`config.mk`:
```
export PLATFORM = sky130hd
export DESIGN_NAME = z80_bus_cycle_ctrl_flat
export DESIGN_NICKNAME = d
export VERILOG_FILES = /design/src/rtl/z80_bus_pkg.sv /design/src/rtl/z80_bus_cycle_ctrl_if.sv /design/src/rtl/z80_refresh_counter.sv /design/src/rtl/z80_bus_cycle_ctrl.sv /design/src/flat_wrapper.sv
export SDC_FILE = /design/constraint.sdc
export NUM_CORES = 1
export LEC_CHECK = 0
export ABC_CLOCK_PERIOD_IN_PS = 2700
export BUFFER_PORTS_ARGS = -buffer_cell sky130_fd_sc_hd__buf_4
export CORE_MARGIN = 1
export CORE_UTILIZATION = 30
export CTS_BUF_LIST = sky130_fd_sc_hd__clkbuf_4 sky130_fd_sc_hd__clkbuf_8
export CTS_CLUSTER_SIZE = 10
export DETAILED_ROUTE_END_ITERATION = 8
export PLACE_DENSITY = 0.59
export SYNTH_ARGS = -nofsm -noshare
export SYNTH_HDL_FRONTEND = slang
export SYNTH_SLANG_ARGS = --single-unit
```
`constraint.sdc`:
```
create_clock -name clock -period 2.7 [get_ports clock]
set_input_delay 0.135 -clock clock [delete_from_list [all_inputs] [get_ports clock]]
set_output_delay 0.135 -clock clock [all_outputs]
set_load 0.1 [all_outputs]
```
`src/rtl/z80_bus_pkg.sv`:
```
// Shared types and constants for the Z80 machine-cycle sequencer.
// Imported by the interface, the refresh counter and the top level.
package z80_bus_pkg;

  localparam int ADDR_W = 16;
  localparam int DATA_W = 8;

  localparam logic STROBE_OFF = 1'b1;
  localparam logic STROBE_ON  = 1'b0;

  typedef enum logic [1:0] {
    KIND_FETCH = 2'd0,
    KIND_READ  = 2'd1,
    KIND_WRITE = 2'd2,
    KIND_RSVD  = 2'd3
  } req_kind_e;

  typedef enum logic [2:0] {
    ST_IDLE = 3'd0,
    ST_T1   = 3'd1,
    ST_T2   = 3'd2,
    ST_TW   = 3'd3,
    ST_T3   = 3'd4,
    ST_T4   = 3'd5
  } tstate_e;

  typedef struct packed {
    req_kind_e           kind;
    logic [ADDR_W-1:0]   addr;
    logic [DATA_W-1:0]   wdata;
  } req_t;

  // Last T-state of a machine cycle: a new request may be accepted here.
  function automatic logic is_final_state(input tstate_e st, input req_kind_e kind,
                                          input logic refresh_en);
    logic fin;
    if (st == ST_T4) begin
      fin = 1'b1;
    end else if (st == ST_T3) begin
      fin = !((kind == KIND_FETCH) && refresh_en);
    end else begin
      fin = 1'b0;
    end
    return fin;
  endfunction

endpackage

```
`src/rtl/z80_bus_cycle_ctrl_if.sv`:
```
// Core request/response, refresh-register and memory-bus bundle of the sequencer.
// The slave modport is the sequencer; the master modport is the core plus memory.
interface z80_bus_cycle_ctrl_if;
  import z80_bus_pkg::*;

  logic              req_valid;
  logic              req_ready;
  logic [1:0]        req_kind;
  logic [ADDR_W-1:0] req_addr;
  logic [DATA_W-1:0] req_wdata;
  logic              resp_valid;
  logic [DATA_W-1:0] resp_data;
  logic [DATA_W-1:0] i_reg;
  logic              r_load;
  logic [DATA_W-1:0] r_wdata;
  logic [DATA_W-1:0] r_value;
  logic              wait_;
  logic [ADDR_W-1:0] imem_addr;
  logic [DATA_W-1:0] imem_data;
  logic [DATA_W-1:0] imem_data1;
  logic              imem_RD_;
  logic              imem_WR_;
  logic              imem_MREQ_;
  logic              m1_;
  logic              rfsh_;

  modport slave (
    input  req_valid, req_kind, req_addr, req_wdata, i_reg, r_load, r_wdata,
           wait_, imem_data,
    output req_ready, resp_valid, resp_data, r_value, imem_addr, imem_data1,
           imem_RD_, imem_WR_, imem_MREQ_, m1_, rfsh_
  );

  modport master (
    output req_valid, req_kind, req_addr, req_wdata, i_reg, r_load, r_wdata,
           wait_, imem_data,
    input  req_ready, resp_valid, resp_data, r_value, imem_addr, imem_data1,
           imem_RD_, imem_WR_, imem_MREQ_, m1_, rfsh_
  );

endinterface

```
`src/rtl/z80_refresh_counter.sv`:
```
// Z80 R register: 7-bit refresh count with bit 7 preserved; a load beats the increment.
module z80_refresh_counter
  import z80_bus_pkg::*;
#(
  parameter logic [DATA_W-1:0] R_RESET = 8'h00
) (
  input  logic              clock,
  input  logic              reset,
  input  logic              inc,
  input  logic              load,
  input  logic [DATA_W-1:0] load_data,
  output logic [DATA_W-1:0] r_value
);

  logic [DATA_W-1:0] r_q;
  logic [DATA_W-1:0] r_d;

  // Next R value: load has priority over the end-of-T4 increment.
  always_comb begin
    r_d = r_q;
    if (load) begin
      r_d = load_data;
    end else if (inc) begin
      r_d = {r_q[7], r_q[6:0] + 7'd1};
    end else begin
      r_d = r_q;
    end
  end

  // R register.
  always_ff @(posedge clock or posedge reset) begin
    if (reset) begin
      r_q <= R_RESET;
    end else begin
      r_q <= r_d;
    end
  end

  assign r_value = r_q;

endmodule

```
`src/rtl/z80_bus_cycle_ctrl.sv`:
```
// Z80 machine-cycle sequencer: turns fetch/read/write requests into T-state strobe
// sequences. Outputs are registered from the next state so they align with the state.
module z80_bus_cycle_ctrl
  import z80_bus_pkg::*;
#(
  parameter bit                REFRESH_EN = 1'b1,
  parameter logic [DATA_W-1:0] R_RESET    = 8'h00
) (
  input  logic                 clock,
  input  logic                 reset,
  z80_bus_cycle_ctrl_if.slave  io
);

  tstate_e           state_q, state_d;
  req_t              req_q, req_d;
  logic              accept;

  logic [ADDR_W-1:0] addr_q, addr_d;
  logic [DATA_W-1:0] data1_q, data1_d;
  logic [DATA_W-1:0] resp_data_q, resp_data_d;
  logic              resp_valid_q, resp_valid_d;
  logic              ready_q, ready_d;
  logic              mreq_q, mreq_d;
  logic              rd_q, rd_d;
  logic              wr_q, wr_d;
  logic              m1_q, m1_d;
  logic              rfsh_q, rfsh_d;

  logic              refresh_fetch;
  logic [DATA_W-1:0] r_value;
  logic              r_inc;

  assign r_inc = (state_q == ST_T4);

  z80_refresh_counter #(
    .R_RESET (R_RESET)
  ) u_refresh (
    .clock     (clock),
    .reset     (reset),
    .inc       (r_inc),
    .load      (io.r_load),
    .load_data (io.r_wdata),
    .r_value   (r_value)
  );

  // State and output registers.
  always_ff @(posedge clock or posedge reset) begin
    if (reset) begin
      state_q      <= ST_IDLE;
      req_q        <= '{kind: KIND_FETCH, addr: 16'h0000, wdata: 8'h00};
      addr_q       <= 16'h0000;
      data1_q      <= 8'h00;
      resp_data_q  <= 8'h00;
      resp_valid_q <= 1'b0;
      ready_q      <= 1'b1;
      mreq_q       <= STROBE_OFF;
      rd_q         <= STROBE_OFF;
      wr_q         <= STROBE_OFF;
      m1_q         <= STROBE_OFF;
      rfsh_q       <= STROBE_OFF;
    end else begin
      state_q      <= state_d;
      req_q        <= req_d;
      addr_q       <= addr_d;
      data1_q      <= data1_d;
      resp_data_q  <= resp_data_d;
      resp_valid_q <= resp_valid_d;
      ready_q      <= ready_d;
      mreq_q       <= mreq_d;
      rd_q         <= rd_d;
      wr_q         <= wr_d;
      m1_q         <= m1_d;
      rfsh_q       <= rfsh_d;
    end
  end

  // Next-state logic and request latching.
  always_comb begin
    state_d = state_q;
    req_d   = req_q;
    accept  = io.req_valid && ready_q && (io.req_kind != KIND_RSVD);

    case (state_q)
      ST_IDLE: begin
        if (accept) state_d = ST_T1;
        else        state_d = ST_IDLE;
      end
      ST_T1: state_d = ST_T2;
      ST_T2, ST_TW: begin
        if (io.wait_) state_d = ST_T3;
        else          state_d = ST_TW;
      end
      ST_T3: begin
        if ((req_q.kind == KIND_FETCH) && REFRESH_EN) state_d = ST_T4;
        else if (accept)                              state_d = ST_T1;
        else                                          state_d = ST_IDLE;
      end
      ST_T4: begin
        if (accept) state_d = ST_T1;
        else        state_d = ST_IDLE;
      end
      default: state_d = ST_IDLE;
    endcase

    if (accept) begin
      req_d = '{kind: req_kind_e'(io.req_kind), addr: io.req_addr, wdata: io.req_wdata};
    end else begin
      req_d = req_q;
    end
  end

  // Output values for the state being entered.
  always_comb begin
    addr_d        = addr_q;
    data1_d       = data1_q;
    mreq_d        = STROBE_OFF;
    rd_d          = STROBE_OFF;
    wr_d          = STROBE_OFF;
    m1_d          = STROBE_OFF;
    rfsh_d        = STROBE_OFF;
    refresh_fetch = (req_d.kind == KIND_FETCH) && REFRESH_EN;
    resp_valid_d  = (state_d == ST_T3);
    ready_d       = (state_d == ST_IDLE) || is_final_state(state_d, req_d.kind, REFRESH_EN);

    // Capture read data on the edge that closes T2 or the last wait state.
    if (((state_q == ST_T2) || (state_q == ST_TW)) && (state_d == ST_T3)) begin
      resp_data_d = io.imem_data;
    end else begin
      resp_data_d = resp_data_q;
    end

    case (state_d)
      ST_T1, ST_T2, ST_TW, ST_T3: begin
        if ((state_d == ST_T3) && refresh_fetch) begin
          addr_d = {io.i_reg, r_value};
          rfsh_d = STROBE_ON;
        end else begin
          addr_d = req_d.addr;
          mreq_d = STROBE_ON;
          rd_d   = (req_d.kind == KIND_WRITE) ? STROBE_OFF : STROBE_ON;
          m1_d   = (req_d.kind == KIND_FETCH) ? STROBE_ON : STROBE_OFF;
          if (req_d.kind == KIND_WRITE) begin
            data1_d = req_d.wdata;
            wr_d    = (state_d == ST_T1) ? STROBE_OFF : STROBE_ON;
          end else begin
            data1_d = data1_q;
          end
        end
      end
      ST_T4: begin
        addr_d = {io.i_reg, r_value};
        mreq_d = STROBE_ON;
        rfsh_d = STROBE_ON;
      end
      default: begin
        addr_d = addr_q;
      end
    endcase
  end

  assign io.req_ready  = ready_q;
  assign io.resp_valid = resp_valid_q;
  assign io.resp_data  = resp_data_q;
  assign io.r_value    = r_value;
  assign io.imem_addr  = addr_q;
  assign io.imem_data1 = data1_q;
  assign io.imem_MREQ_ = mreq_q;
  assign io.imem_RD_   = rd_q;
  assign io.imem_WR_   = wr_q;
  assign io.m1_        = m1_q;
  assign io.rfsh_      = rfsh_q;

endmodule

```
`src/flat_wrapper.sv`:
```
// flat-port wrapper written by rule: the top's interface ports become plain ports
module z80_bus_cycle_ctrl_flat import z80_bus_pkg::*;
#(
  parameter bit                REFRESH_EN = 1'b1,
  parameter logic [DATA_W-1:0] R_RESET    = 8'h00
)
  (clock, reset, io_req_valid, io_req_kind, io_req_addr, io_req_wdata, io_i_reg, io_r_load, io_r_wdata, io_wait_, io_imem_data, io_req_ready, io_resp_valid, io_resp_data, io_r_value, io_imem_addr, io_imem_data1, io_imem_RD_, io_imem_WR_, io_imem_MREQ_, io_m1_, io_rfsh_);
  z80_bus_cycle_ctrl_if io_i ();
  input  logic clock;
  input  logic reset;
  input wire logic [$bits(io_i.req_valid)-1:0] io_req_valid;
  input wire logic [$bits(io_i.req_kind)-1:0] io_req_kind;
  input wire logic [$bits(io_i.req_addr)-1:0] io_req_addr;
  input wire logic [$bits(io_i.req_wdata)-1:0] io_req_wdata;
  input wire logic [$bits(io_i.i_reg)-1:0] io_i_reg;
  input wire logic [$bits(io_i.r_load)-1:0] io_r_load;
  input wire logic [$bits(io_i.r_wdata)-1:0] io_r_wdata;
  input wire logic [$bits(io_i.wait_)-1:0] io_wait_;
  input wire logic [$bits(io_i.imem_data)-1:0] io_imem_data;
  output wire logic [$bits(io_i.req_ready)-1:0] io_req_ready;
  output wire logic [$bits(io_i.resp_valid)-1:0] io_resp_valid;
  output wire logic [$bits(io_i.resp_data)-1:0] io_resp_data;
  output wire logic [$bits(io_i.r_value)-1:0] io_r_value;
  output wire logic [$bits(io_i.imem_addr)-1:0] io_imem_addr;
  output wire logic [$bits(io_i.imem_data1)-1:0] io_imem_data1;
  output wire logic [$bits(io_i.imem_RD_)-1:0] io_imem_RD_;
  output wire logic [$bits(io_i.imem_WR_)-1:0] io_imem_WR_;
  output wire logic [$bits(io_i.imem_MREQ_)-1:0] io_imem_MREQ_;
  output wire logic [$bits(io_i.m1_)-1:0] io_m1_;
  output wire logic [$bits(io_i.rfsh_)-1:0] io_rfsh_;
  assign io_i.req_valid = io_req_valid;
  assign io_i.req_kind = io_req_kind;
  assign io_i.req_addr = io_req_addr;
  assign io_i.req_wdata = io_req_wdata;
  assign io_i.i_reg = io_i_reg;
  assign io_i.r_load = io_r_load;
  assign io_i.r_wdata = io_r_wdata;
  assign io_i.wait_ = io_wait_;
  assign io_i.imem_data = io_imem_data;
  assign io_req_ready = io_i.req_ready;
  assign io_resp_valid = io_i.resp_valid;
  assign io_resp_data = io_i.resp_data;
  assign io_r_value = io_i.r_value;
  assign io_imem_addr = io_i.imem_addr;
  assign io_imem_data1 = io_i.imem_data1;
  assign io_imem_RD_ = io_i.imem_RD_;
  assign io_imem_WR_ = io_i.imem_WR_;
  assign io_imem_MREQ_ = io_i.imem_MREQ_;
  assign io_m1_ = io_i.m1_;
  assign io_rfsh_ = io_i.rfsh_;
  z80_bus_cycle_ctrl #(.REFRESH_EN(REFRESH_EN), .R_RESET(R_RESET)) u_core (.clock(clock), .reset(reset), .io(io_i));
endmodule
```
# Word level (Yosys, flattened, before mapping)
# Cells that the tools add are included.
dict set report word_totals {
  regBits 76
  input_bits 55
  output_inout_bits 47
  word_cells 72
}
dict set report classes {
  add_sub_neg 1
  n_eq_ne 12
  muxes 25
  n_bitwise 1
  reduce_logical 17
}
# op count
set ops {}
lappend ops {{one-hot mux 16 bit (2 select lines)} 1}
lappend ops {{2-to-1 mux 26 bit} 1}
lappend ops {{2-to-1 mux 16 bit} 1}
lappend ops {{2-to-1 mux 1 bit} 15}
lappend ops {{equality test 3 x 2 -> 1 bit, second input constant} 4}
lappend ops {{equality test 3 bit, second input constant} 4}
lappend ops {{one-hot mux 3 bit (4 select lines)} 1}
lappend ops {{2-to-1 mux 8 bit} 1}
lappend ops {{adder 7 x 1 -> 7 bit, second input constant} 1}
lappend ops {{2-to-1 mux 7 bit} 1}
lappend ops {{equality test 3 x 1 -> 1 bit, second input constant} 2}
lappend ops {{zero test 3 bit} 2}
lappend ops {{2-to-1 mux 3 bit} 2}
lappend ops {{logical AND 1 bit} 4}
lappend ops {{zero test 2 bit} 2}
lappend ops {{one-hot mux 1 bit (2 select lines)} 2}
lappend ops {{nonzero test 2 bit} 2}
lappend ops {{OR reduction 2 bit} 2}
lappend ops {{OR reduction 4 bit} 1}
lappend ops {{AND reduction 3 bit} 1}
lappend ops {{equality test 2 bit, second input constant} 1}
lappend ops {{logical OR 1 bit} 2}
lappend ops {{!= test 2 bit, second input constant} 1}
lappend ops {{zero test 1 bit} 1}
lappend ops {{inverter 1 bit} 1}

# Logic depth before layout (Yosys ltp)
dict set report depth {
  depth_word 10
  mapped_depth 7
  mapped_depth_nobuf 5
}

# Hierarchy
# From an unflattened synthesis, not the netlist that was laid out.
dict set report unflattened {
  hier_cells 275
  hier_area_um2 3266.9
}
# mod instances cells_per_inst area_per_inst_um2 seq_area_each_um2
set by_module_without_submodules {}
lappend by_module_without_submodules {z80_bus_cycle_ctrl 1 232 2844.0 1709.1}
lappend by_module_without_submodules {z80_refresh_counter 1 43 422.9 200.2}

# Worst setup path after synthesis
# No wires, ideal clock.
dict set report synth_path {
  kind {register -> register}
  startpoint {register u_core.ready_q, in the netlist u_core.io.req_ready}
  endpoint {register u_core.data1_q[0], in the netlist u_core.io.imem_data1[0]}
  setup_time_ps 126
  arrival_time_ps 1981
  required_time_ps 2574
  setup_slack_ps 593
  stages_incl_launch_ff 5
  n_path_buf 0
  period_less_slack_ps 2107
  path_cell_list {dfstp_2 nand3_1 o31a_4 nor2_8 mux2_4}
}
dict set report synth_via {
  elab_chain_len 9
  elab_cells_between_ends 16
  classes_between {5 x eq/ne; 4 x mux; 1 x bitwise; 6 x reduce/logical}
}
# element line_no
set synth_rtl {}
lappend synth_rtl {{start, declared} z80_bus_cycle_ctrl.sv:22} ;# logic ready_q, ready_d;
lappend synth_rtl {{start signal, assigned} z80_bus_cycle_ctrl.sv:68} ;# ready_q <= ready_d;
lappend synth_rtl {{logical AND 1 bit * (2 in a row)} z80_bus_cycle_ctrl.sv:81} ;# accept = io.req_valid && ready_q && (io.req_kind != KIND_RSVD);
lappend synth_rtl {{branches (longest 7 deep; another with one-hot mux 3 bit (4 select lines))} --}
lappend synth_rtl {{end signal, assigned} z80_bus_cycle_ctrl.sv:65} ;# data1_q <= data1_d;
lappend synth_rtl {{end, declared} z80_bus_cycle_ctrl.sv:19} ;# logic [DATA_W-1:0] data1_q, data1_d;
# Every way passes the cells marked *.
# A chain may end at the register's enable or synchronous reset.

# Worst setup path in the final report
dict set report layout_path {
  startpoint {register u_core.state_q[2]}
  endpoint {register u_core.addr_q[12], in the netlist u_core.io.imem_addr[12]}
}
dict set report layout_via {
  elab_chain_len 7
  elab_cells_between_ends 19
  classes_between {10 x eq/ne; 3 x mux; 6 x reduce/logical}
}
# element line_no
set layout_rtl {}
lappend layout_rtl {{start, declared} z80_bus_cycle_ctrl.sv:14} ;# tstate_e state_q, state_d;
lappend layout_rtl {{start signal, assigned} z80_bus_cycle_ctrl.sv:62} ;# state_q <= state_d;
lappend layout_rtl {{equality test 3 bit, or another cell as far along} z80_bus_cycle_ctrl.sv:83} ;# case (state_q)
lappend layout_rtl {{OR reduction 2 bit, on equally long branches} --}
lappend layout_rtl {{one-hot mux 3 bit (4 select lines) *} z80_bus_cycle_ctrl.sv:83}
lappend layout_rtl {{equality test 3 bit} {z80_bus_cycle_ctrl.sv:132, z80_bus_cycle_ctrl.sv:134}}
lappend layout_rtl {{logical AND 1 bit} z80_bus_cycle_ctrl.sv:134} ;# if ((state_d == ST_T3) && refresh_fetch) begin
lappend layout_rtl {{2-to-1 mux 16 bit} z80_bus_cycle_ctrl.sv:134}
lappend layout_rtl {{one-hot mux 16 bit (2 select lines)} z80_bus_cycle_ctrl.sv:132} ;# case (state_d)
lappend layout_rtl {{end signal, assigned} z80_bus_cycle_ctrl.sv:64} ;# addr_q <= addr_d;
lappend layout_rtl {{end, declared} z80_bus_cycle_ctrl.sv:18} ;# logic [ADDR_W-1:0] addr_q, addr_d;
# Mark *: on every way between the ends. The rest lies on a longest branch, timed or not.

==> metrics.md <==
| Metric | Value |
|---|---|
| Status | finished clean |
| Met2 routed WL | 4090 um |
| TNS Setup | 0 ps |
| Core Box Area | 11,000 sq um |
| Area of the multi-input gates | 1410 sq um |
| DRC viols | 0 |
| Crit path time final | 2140 ps |
| DR WL met3 | 483 um |
| Via density | 4.66 |
| Die area | 11,800 sq um |
| Hold Path Depth | 3 |
| Sequential cell area | 1910 sq um |
| Synth area leaders | dfrtp_1 (51%), nand2_1 (14%), dfstp_2 (4.6%), o32ai_1 (4.1%), mux2_4 (3.5%) |
| R2r setup slk | 560 ps |
| RSZ-0062 raised after global routing | false |
| Reg-to-reg endpoint | u_core.io.imem_addr[12]$_DFFE_PP0P_ |
| DP Cell Count | 545 |
| Min-Delay Path Class | input port to register |
| Max stage delay on crit path | 850 ps |
| Top sig layer | met4 |
| Main flop type after synthesis | dfrtp_1 |
| Crit Path Class | register to register |
| Cells after Synth | 319 |
| DR pass1 iterations | 5 |
| Worst Path Max Fanout | 33 |
| Clock buffer depth | 2 |
| Fraction of layout cells with a size suffix above 1 | 35.4% |
| Seq/Total Area, Yosys | 55.8% |
| Dpl hpwl | 5630 um |
| Count leader, synth | nand2_1 |
| H-Tree Level Count | 3 |
| GP Congestion | 0.740 |
| Final Max Slew Viols | 0 |
| CTS Root Cell | clkbuf_8 |
| Final Hold Fails | 0 |
| Number of diodes | 0 |
| Tcrit/Tclk final | 79.4% |
| Min Hold Slack | 18.6 ps |
| Die H | 109 um |
| # setup viols final | 0 |
| Setup Skew | 13.0 ps |
| F_max | 0.466 GHz |
| Initial antenna violation count | 0 |
| Final wirelength | 8430 um |
| IO buf count | 101 |
| Critical-path cell list | nand3b_4 > a311oi_2 > nor3_4 > o221a_2 |
| EDFF count, synth | 0 |
| Fraction of registers with async set/reset | 100% |
| Metal1 wirelength | 3700 um |
| CP Capture Type | register |
| Final net count | 511 |
| Worst-Margin Slew | 1040 ps |
| Top cell type's share of synthesized area | 51.2% |
| Max-Cap Viols | 0 |
| Drt initial violations | 129 |
| Slew margin rel. | 30.6% |
| GRT Overall Usage | 15.3% |
| Io pins | 102 |
| Final Non-Filler Cells | 600 |
| Slowest cell on the critical path | nor3_4 |
| Cell area after synthesis | 3420 sq um |
| Clock Latency Late Sink | 350 ps |
| FF+latch count, synth | 76 |
| WL/cell | 14.0 um |
| Number of global-route vias before repair | 2,858 |
| Vias | 2,795 |
| Die W | 109 um |
| CTS Sinks | 76 |
| Hold path start | io_req_wdata[6] |
| Number of setup buffers added after CTS | 0 |
| Endpoint, Worst Hold | u_core.req_q[6]$_DFF_PP0_ |
| Routed Antenna Nets | 0 |
| Arrival time worst endpoint | 2430 ps |
| CTS resizes | 0 |
| Startpoint types | register |
| Gr ovfl total | 0 |
| RR Startpoint | u_core.state_q[2]$_DFF_PP0_ |
| Critical Path Start | u_core.state_q[2]$_DFF_PP0_ |
| Clk slew on worst S/H paths | 80 ps |
| CTS tree | built |
| Worst r2r path cells | 4 |
| Standard-cell rows | 38 |
| Mean Syn Cell Area | 10.7 sq um |
| Area Overhead vs Synth | 44.3% |
| Unique cell type count in the Yosys netlist | 48 |
| Largest area contributor in the netlist | dfrtp_1 |
| Synth top cells by count | nand2_1 (128), dfrtp_1 (70), o32ai_1 (16) |
| CP required | 2990 ps |
| Net Count, Synth | 375 |
| CTS buffer count | 9 |
| Synth Warn # | 0 |
| Final Util | 45.0% |
| First-pass GRT wire length | 13,800 um |
| Largest net degree at the start of global routing | 42 |
| Initial Util | 31.2% |
| Filler instances | 1,043 |
[final cells by class]
| type | instances | area share [%] |
|---|---|---|
| well taps | 140 | 3.55 |
| inverters | 3 | 0.253 |
| clock inverters | 7 | 2.51 |
| multi-input cells | 222 | 28.6 |
| repair buffers | 143 | 24.0 |
| clock buffers | 9 | 2.51 |
| flip-flops and latches | 76 | 38.7 |
[through the flow]
stage	worst slack (ps)	instance area [sq um]
CTS	456	4940
global route	299	4940
finish	555	4940
global placement	563	4300
floorplan	593	3420
detailed placement	480	4300
[how the worst max path moves through the flow]
stage / to / depth (start not counted)
after global routing: u_core.io.imem_addr[7]$_DFFE_PP0P_ / 5
after floorplan: u_core.io.imem_data1[0]$_DFFE_PP0P_ / 4
after detailed placement: u_core.io.imem_addr[4]$_DFFE_PP0P_ / 4
final: u_core.io.imem_addr[12]$_DFFE_PP0P_ / 4
after CTS: u_core.io.imem_addr[12]$_DFFE_PP0P_ / 4
after global placement: u_core.io.imem_addr[4]$_DFFE_PP0P_ / 4
[logic make-up after synthesis]
group | share of synthesized area [%]
AO/OA/AOI/OAI | 14.1
XOR/XNOR | 1.54
adder cells (fa/ha/maj) | 0.366
buffers and inverters | 3.14
flip-flops | 55.8
multiplexers | 4.13
AND/OR/NAND/NOR | 20.9
[critical path: cells and delay by family, from the launching register on]
| kind | cells | cell delay (ps) |
|---|---|---|
| AO/OA/AOI/OAI | 2 | 440 |
| flip-flops | 1 | 500 |
| AND/OR/NAND/NOR | 2 | 1140 |
[registers in the layout, indices dropped and copies added (netlist names), 3 cells and up]
name,flops
u_core.io.resp_data,8
u_core.io.imem_data1,8
u_core.io.imem_addr,16
u_core.req_q,26
u_core.state_q,3
u_core.u_refresh.r_value,8
[cells in the final DEF, fill, tap and decap left out, types with 2 or more instances in the layout]
cell,instances
nand2_1,128
buf_4,103
dfrtp_1,70
dlygate4sd3_1,39
o32ai_1,16
o221a_2,9
clkbuf_8,9
mux2_4,8
o221a_1,7
o21ai_0,6
dfstp_2,6
xnor2_1,3
xor2_1,3
a21oi_1,3
bufinv_16,3
inv_1,2
and4_1,2
nand3_1,2
o21ai_1,2
nor3_4,2
or2_2,2
nor2b_1,2
clkinv_4,2
[repair_timing]
action	in CTS	in global routing
hold buffers	39	0
setup endpoints to repair	0	0
endpoints found under the hold margin	68	0
[layer usage]
metal,GRT usage (%),up-vias
li1,-,1372
met1,19.0,1317
met2,25.9,93
met3,3.17,13
met4,5.69,0
met5,0,-
Power is left out: the tool's default activity adds up to more than one toggle a clock period on the data nets, which glitch-free logic cannot reach.
